[config.mk]
export PLATFORM = sky130hd
export DESIGN_NAME = rx_iq_fifo
export DESIGN_NICKNAME = d
export VERILOG_FILES = /design/src/rtl/rx_iq_fifo.sv
export SDC_FILE = /design/constraint.sdc
export NUM_CORES = 1
export LEC_CHECK = 0
export CAP_MARGIN = 20
export CORE_ASPECT_RATIO = 0.5
export CORE_MARGIN = 2
export CORE_UTILIZATION = 35
export CTS_CLUSTER_SIZE = 14
export DETAILED_ROUTE_END_ITERATION = 16
export PLACE_DENSITY_LB_ADDON = 0.1
export SETUP_SLACK_MARGIN = 0.3
export SKIP_LAST_GASP = 1
export SYNTH_ARGS = -nofsm -noshare
export SYNTH_HDL_FRONTEND = slang
export SYNTH_SLANG_ARGS = --single-unit
[constraint.sdc]
create_clock -name clk_in -period 3.8 [get_ports clk_in]
set_clock_uncertainty 0.15 [all_clocks]
set_input_delay 0.57 -clock clk_in [delete_from_list [all_inputs] [get_ports clk_in]]
set_output_delay 0.57 -clock clk_in [all_outputs]
set_load 0.01 [all_outputs]
[src/rtl/rx_iq_fifo.sv]
// rx_iq_fifo: jitter buffer between the DDC output and the STM32 nibble-bus
// RX-IQ read path. Each RD_REQ pops the oldest unread {Q,I} pair, and the pair
// is presented one cycle later with a one-cycle OUT_VALID pulse. Reads are only
// served once the buffer has primed to PRIME_LEVEL entries. Priming is needed
// after reset, and again after any read that finds the buffer empty.
//
// Optional feature macro: RX_FIFO_OVERWRITE_EN. When it is defined, a write to
// a full buffer with no pop in the same cycle evicts the oldest entry. When it
// is undefined, that write is dropped.
//
// Ports:
//   clk_in, reset_in     clock, async active-high reset
//   I_IN, Q_IN, IQ_VALID DDC sample and its strobe
//   RD_REQ               pop request
//   I_OUT, Q_OUT         last popped pair (holds between pops)
//   OUT_VALID            one-cycle pulse when I_OUT/Q_OUT update
//   LEVEL                entry count 0..2**DEPTH_LOG2
//   OVERFLOW, UNDERFLOW  sticky status flags
//   FLAG_CLEAR           clears both flags; a same-cycle event wins
module rx_iq_fifo #(
  parameter int DEPTH_LOG2  = 4,
  parameter int PRIME_LEVEL = 4
) (
  input  logic                  clk_in,
  input  logic                  reset_in,
  input  logic [15:0]           I_IN,
  input  logic [15:0]           Q_IN,
  input  logic                  IQ_VALID,
  input  logic                  RD_REQ,
  input  logic                  FLAG_CLEAR,
  output logic [15:0]           I_OUT,
  output logic [15:0]           Q_OUT,
  output logic                  OUT_VALID,
  output logic [DEPTH_LOG2:0]   LEVEL,
  output logic                  OVERFLOW,
  output logic                  UNDERFLOW
);

  localparam int                  DEPTH     = 1 << DEPTH_LOG2;
  localparam logic [DEPTH_LOG2:0] FULL_LVL  = DEPTH[DEPTH_LOG2:0];
  localparam logic [DEPTH_LOG2:0] PRIME_LVL = PRIME_LEVEL[DEPTH_LOG2:0];

  typedef enum logic {S_PRIME, S_STREAM} state_e;

  state_e                state_q, state_d;
  logic [DEPTH_LOG2-1:0] wr_ptr_q, wr_ptr_d, rd_ptr_q, rd_ptr_d;
  logic [DEPTH_LOG2:0]   level_q, level_d;
  logic [15:0]           i_out_q, i_out_d, q_out_q, q_out_d;
  logic                  vld_q, vld_d;
  logic                  ovf_q, ovf_d, udf_q, udf_d;
  logic [31:0]           mem_q [DEPTH];

  logic full, empty, pop, rd_miss, wr_acc, wr_drop, wr_ovw, mem_we;

  always_comb begin
    full    = (level_q == FULL_LVL);
    empty   = (level_q == '0);
    pop     = RD_REQ && (state_q == S_STREAM) && !empty;
    rd_miss = RD_REQ && !pop;
    // A pop in the same cycle frees a slot, so a write to a full buffer is still accepted.
    wr_acc  = IQ_VALID && (!full || pop);
    wr_drop = IQ_VALID && full && !pop;
`ifdef RX_FIFO_OVERWRITE_EN
    wr_ovw  = wr_drop;
`else
    wr_ovw  = 1'b0;
`endif
    mem_we  = wr_acc || wr_ovw;
  end

  always_comb begin
    state_d  = state_q;
    wr_ptr_d = wr_ptr_q + DEPTH_LOG2'(mem_we);
    // An overwrite evicts the oldest entry by advancing the read side as well.
    rd_ptr_d = rd_ptr_q + DEPTH_LOG2'(pop || wr_ovw);
    level_d  = level_q;
    if (wr_acc && !pop)      level_d = level_q + 1'b1;
    else if (pop && !wr_acc) level_d = level_q - 1'b1;

    i_out_d = i_out_q;
    q_out_d = q_out_q;
    vld_d   = pop;
    if (pop) begin
      i_out_d = mem_q[rd_ptr_q][15:0];
      q_out_d = mem_q[rd_ptr_q][31:16];
    end

    ovf_d = wr_drop ? 1'b1 : (FLAG_CLEAR ? 1'b0 : ovf_q);
    udf_d = rd_miss ? 1'b1 : (FLAG_CLEAR ? 1'b0 : udf_q);

    case (state_q)
      S_PRIME:  if (level_q >= PRIME_LVL) state_d = S_STREAM;
      S_STREAM: if (RD_REQ && empty)      state_d = S_PRIME;
      default:  state_d = S_PRIME;
    endcase
  end

  always_ff @(posedge clk_in or posedge reset_in) begin
    if (reset_in) begin
      state_q  <= S_PRIME;
      wr_ptr_q <= '0;
      rd_ptr_q <= '0;
      level_q  <= '0;
      i_out_q  <= '0;
      q_out_q  <= '0;
      vld_q    <= 1'b0;
      ovf_q    <= 1'b0;
      udf_q    <= 1'b0;
    end else begin
      state_q  <= state_d;
      wr_ptr_q <= wr_ptr_d;
      rd_ptr_q <= rd_ptr_d;
      level_q  <= level_d;
      i_out_q  <= i_out_d;
      q_out_q  <= q_out_d;
      vld_q    <= vld_d;
      ovf_q    <= ovf_d;
      udf_q    <= udf_d;
    end
  end

  // Storage needs no reset: the pointers and level define which entries are valid.
  always_ff @(posedge clk_in) begin
    if (mem_we) mem_q[wr_ptr_q] <= {Q_IN, I_IN};
  end

  assign I_OUT     = i_out_q;
  assign Q_OUT     = q_out_q;
  assign OUT_VALID = vld_q;
  assign LEVEL     = level_q;
  assign OVERFLOW  = ovf_q;
  assign UNDERFLOW = udf_q;

endmodule
==> impl_metrics.ini, run 1 <==
[logic_synthesis]
synth_edf_count = 512
synthTopCellsByArea = edfxtp_1 72%, mux4_2 13%, dfrtp_1 5.7%
synthCells = 979
synth_most_common_cell = edfxtp_1
yosysWarnings = 0
synthFlopType = edfxtp_1
synth_nets = 1025
synth_top_area_share_pct = 71.9
synth_commonest_cells = 512 x edfxtp_1, 128 x mux4_2, 49 x dfrtp_1
syn_area_mm2 = 0.0214
ys_seq_area_share_pct = 77.6
synth_area_per_cell_um2 = 21.8
ys_types = 35
synth_seq_cells = 561
synth_top_cell_by_area = edfxtp_1
ys_async_sr_fraction_pct = 8.73

[timing]
slew_viol_final = 0
rsz0062_at_grt = no
fin_crit_ns = 2.92
tns_ns = 0
setup_violations = 0
period_share_pct = 76.9
max_slew_margin_pct = 39.5
fmax_mhz = 342
timing.final.hold_violations = 0
worstMarginPinSlew_ns = 0.908

[layout]
final_core_util_pct = 42.2
area_delta_synth_final_pct = 17.9
n_fill_cell = 5160
drive_gt1_share_pct = 26.7
num_antenna_cells = 0
nets = 1152

[critical_path]
end_kind = flip-flop
crit_required_ns = 4.15
crit_type = flip-flop to flip-flop
crit_fanout = 6
cp.arrival_ns = 3.27
setup.worst_path.start_class = flip-flop
reg2reg_from = LEVEL[0]
cp-startpoint = LEVEL[0]
r2r_slack_ns = 0.88

[drt]
first_pass_iters = 5
route.detailed.drc = 0
drt_iter0_drc = 823
routed_wl_mm = 48.8
ant_nets = 0
num_vias = 9970
wl_per_cell_um = 24.9
vias_per_cell = 5.08

[placed_design]
dp.final_hpwl_mm = 27.9
place_congestion = 0.757
port_buffers = 76

[clocking]
clock-sinks = 561
clk_pin_slew_ns = 0.06
post_cts_resized = 0
cts_tree = yes
cts-root-buf = clkbuf_16
numCtsBuffers = 52
clock_latency_ns = 0.59
cts_setup_buffers = 0
cts_htree_levels = 2
postCtsHoldBufs = 0
clock_path_buffers = 3

[floorplan]
num_rows = 63
coreArea_mm2 = 0.0598
die_h_um = 179
io_pins = 77
fp.dieArea_mm2 = 0.0632
initial_core_util_pct = 35.7
fp.dieW_um = 354

[run]
drv_cap = 0

[global_routing]
grt_max_degree = 54
grt_pass1_vias = 10700
grt_pass1_wl_mm = 72.0
antenna_found_initial = 0
gr-total-overflow = 0
groute.usage.overall_pct = 15.7

[pwr]
irDropWorstVdd_mv = 0.431
power_leakage_nw = 8.09
total_power_mw = 18.4
power_density_mw_per_mm2 = 731

[hold_path]
worstHoldPathType = input port to asynchronous set/reset pin

[status]
status = complete, no violations
placed cells by master, fill, tap and decap left out, types with 8 or more instances in the layout:
cell,instances
ha_1,8
mux4_2,128
nor2_4,12
clkbuf_8,11
edfxtp_1,512
clkbuf_16,53
buf_4,33
mux2_2,32
a21oi_1,34
o22ai_1,32
buf_12,16
nand2_1,37
clkdlybuf4s50_1,76
mux2i_1,18
clkbuf_1,24
inv_1,8
dfrtp_1,45
o21ai_1,17
kinds of logic after synthesis:
kind of cell	Yosys count	share of synthesized area (%)
multiplexers	178	16.0
buffers and inverters	62	1.64
XOR/XNOR	8	0.328
flip-flops	561	77.6
AND/OR/NAND/NOR	70	1.46
adder cells (fa/ha/maj)	9	0.562
AO/OA/AOI/OAI	91	2.37
worst paths after layout:
path | endpoint | depth (start not counted)
setup / recovery | LEVEL[4] | 10
min in group clk_in | I_OUT[1] | 2
hold reg to reg | I_OUT[1] | 2
setup reg to reg | LEVEL[4] | 10
max in group asynchronous | Q_OUT[15] | 3
hold / removal | Q_OUT[13] | 2
report_power, final:
group	switching, mW	leakage (nW)	internal [mW]
sequential	0.657	5.19	7.57
clock	2.20	0.806	2.87
combinational	2.55	2.10	2.60
critical path, stage by stage (launching register included):
cell	delay, ns
dfrtp_1	0.43
nor4_2	0.53
a31oi_1	0.16
buf_4	0.19
ha_1	0.24
inv_1	0.13
ha_1	0.28
a21o_1	0.19
a21oi_1	0.18
mux2i_1	0.23
xnor2_1	0.13
state kept, by name, indices dropped and copies added (netlist names):
signal and count:
Q_OUT 16, OVERFLOW 1, UNDERFLOW 1, OUT_VALID 1, I_OUT 16, LEVEL 5
state_q 1, mem_q 512, wr_ptr_q 4, rd_ptr_q 4
stage by stage:
stage	cell area [um2]	worst slack (ns)	std cells	hold slack, ns
6_report	25200	0.877	1962	0.298
2_1_floorplan	21400	0.391	979	0.355
4_1_cts	25200	0.868	1962	0.318
5_1_grt	25200	0.618	1962	0.348
3_5_place_dp	23600	0.603	1864	0.306
3_3_place_gp	23600	0.606	1864	0.304
routing by layer:
layer | track usage, % | up-vias | part of all wire [%]
met5 | 0 | - | 0
met4 | 3.85 | 0 | 1.9
met3 | 2.61 | 72 | 3.7
met2 | 25.7 | 165 | 47
met1 | 22.1 | 5413 | 47
li1 | - | 4320 | -
final cells by class:
cell class              count  area, um2  area share (%)
clock buffers              88       1570            6.22
repair buffers            125       1330            5.27
multi-input cells         356       4570            18.1
clock inverters            10       80.1           0.318
inverters                  10       37.5           0.149
well taps                 812       1020            4.03
flip-flops and latches    561      16600            65.9
Power figures use the tool's default switching activity.
==> inputs of run 2 (changes only) <==
- clock period: 3.8 -> 3.04 ns (I/O delays scaled with it)
==> run 2 against run 1 <==
First-iteration DRC count down 7.3%. Register-to-register slack got worse by 0.44 ns. Cell area grew 1.5%. Count of clock-buffer cells in the layout is 11 lower. Final cell count is 0.76% higher. Sequential share of layout area decreased by 0.97 points. Non-clock buffer count increased by 17. Critical path depth decreased by 2. Routed wire length about the same. Largest power group unchanged. Highest routed layer unchanged.
==> impl_metrics.ini, run 2 (same netlist as run 1, synthesis figures left out) <==
[clocking]
clock_latency_ns = 0.58
cts_htree_levels = 2
clk_pin_slew_ns = 0.06
cts-root-buf = clkbuf_16
numCtsBuffers = 52
clock_path_buffers = 3
cts_setup_buffers = 0
clock-sinks = 561
cts_tree = yes
postCtsHoldBufs = 0

[floorplan]
fp.dieArea_mm2 = 0.0632
num_rows = 63
coreArea_mm2 = 0.0598
die_h_um = 179
io_pins = 77
initial_core_util_pct = 35.7
fp.dieW_um = 354

[critical_path]
critPathBufInv = 4
cp_cell_sequence = nor4_2 > buf_4 > a31oi_2 > buf_4 > or3b_1 > buf_4 > nor2_4 > buf_4
cp-startpoint = LEVEL[2]
setup.worst_path.start_class = flip-flop
cp_slowest_cell = dfrtp_1
crit_required_ns = 3.15
end_kind = flip-flop
crit_family = buffers and inverters
cp_common_cell = buf_4
crit_fanout = 10
reg2reg_from = LEVEL[2]
crit_type = flip-flop to flip-flop
cp.arrival_ns = 2.71
max_stage_delay_ns = 0.44

[placed_design]
place_congestion = 0.722
placed_cells = 1881
dpl_cell_area_mm2 = 0.0239
port_buffers = 76
pre_cts_slack_ns = -0.0537
dp.final_hpwl_mm = 28.4

[timing]
timing.final.hold_violations = 0
fmax_mhz = 384
setup_slack_ns = 0.439
worstMarginPinSlew_ns = 0.886
setup_violations = 0
max_slew_margin_pct = 40.9
rsz0062_at_grt = no
period_share_pct = 85.6
slew_viol_final = 0
fin_crit_ns = 2.60
tns_ns = 0
whs_ns = 0.0871

[layout]
stdcell_count = 1977
n_fill_cell = 5158
multiInputGateArea_mm2 = 0.00458
stdcell_area_mm2 = 0.0256
layout_commonest_cell = edfxtp_1
area_delta_synth_final_pct = 19.7
nets = 1169
regArea_mm2 = 0.0166
final_core_util_pct = 42.8
largest_reg_flops = 512
drive_gt1_share_pct = 28.8
top_register = mem_q
num_antenna_cells = 0
final_cell_mix = 512 x edfxtp_1, 128 x mux4_2, 76 x clkdlybuf4s50_1

[drt]
num_vias = 10000
route.detailed.drc = 0
ant_nets = 0
vias_per_cell = 5.06
wl_per_cell_um = 24.7
drt_iter0_drc = 763
first_pass_iters = 5
routed_wl_mm = 48.8

[global_routing]
groute.usage.overall_pct = 15.6
grt_pass1_vias = 10800
grt_max_degree = 49
antenna_found_initial = 1
grt_pass1_wl_mm = 72.1
gr-total-overflow = 0

[run]
drv_cap = 0

[hold_path]
worstHoldPathType = input port to asynchronous set/reset pin

[pwr]
irDropWorstVdd_mv = 0.439
total_power_mw = 23.4
power_density_mw_per_mm2 = 915
power_leakage_nw = 8.25

[status]
status = complete, no violations
[run 2: worst register-to-register path: cells and delay by family (launching register included)]
kind	cells	cell delay (ns)
compound gates	1	0.27
buf+inv	4	0.77
flops	1	0.44
simple gates	3	0.66
[run 2: final timing paths]
path	cells after the start	slack, ns	to
max reg2reg	8	0.44	mem_q[8][1]
min reg2reg	2	0.32	I_OUT[11]
min in group clk_in	2	0.32	I_OUT[11]
max in group asynchronous	3	2.00	rd_ptr_q[0]
max	8	0.44	mem_q[8][1]
min	2	0.09	I_OUT[12]
[run 2: per-layer routing]
layer,track usage [%],up-vias,wire length [um]
met4,3.46,0,821
met5,0,-,0
li1,-,4347,-
met1,22.1,5417,23100
met3,2.76,67,1880
met2,25.5,175,23000
[run 2: area by class of cell]
cell class / instances / share of cell area [%]
Clock buffer: 77 / 5.88
Clock inverter: 19 / 0.718
Inverter: 10 / 0.147
Multi-Input combinational cell: 356 / 17.9
Sequential cell: 561 / 64.9
Tap cell: 812 / 3.97
Timing Repair Buffer: 142 / 6.47
[run 2: what timing repair did]
item / CTS / global route
endpoints found under the hold margin: 0 / 0
gates resized for setup: 0 / 3
endpoints found under the setup margin: 0 / 12
[run 2: where the power goes]
group | total (mW) | switching [mW] | internal, mW
Clock | 6.49 | 2.81 | 3.68
Combinational | 6.71 | 3.26 | 3.45
Sequential | 10.2 | 0.775 | 9.46
Total | 23.4 | 6.84 | 16.6
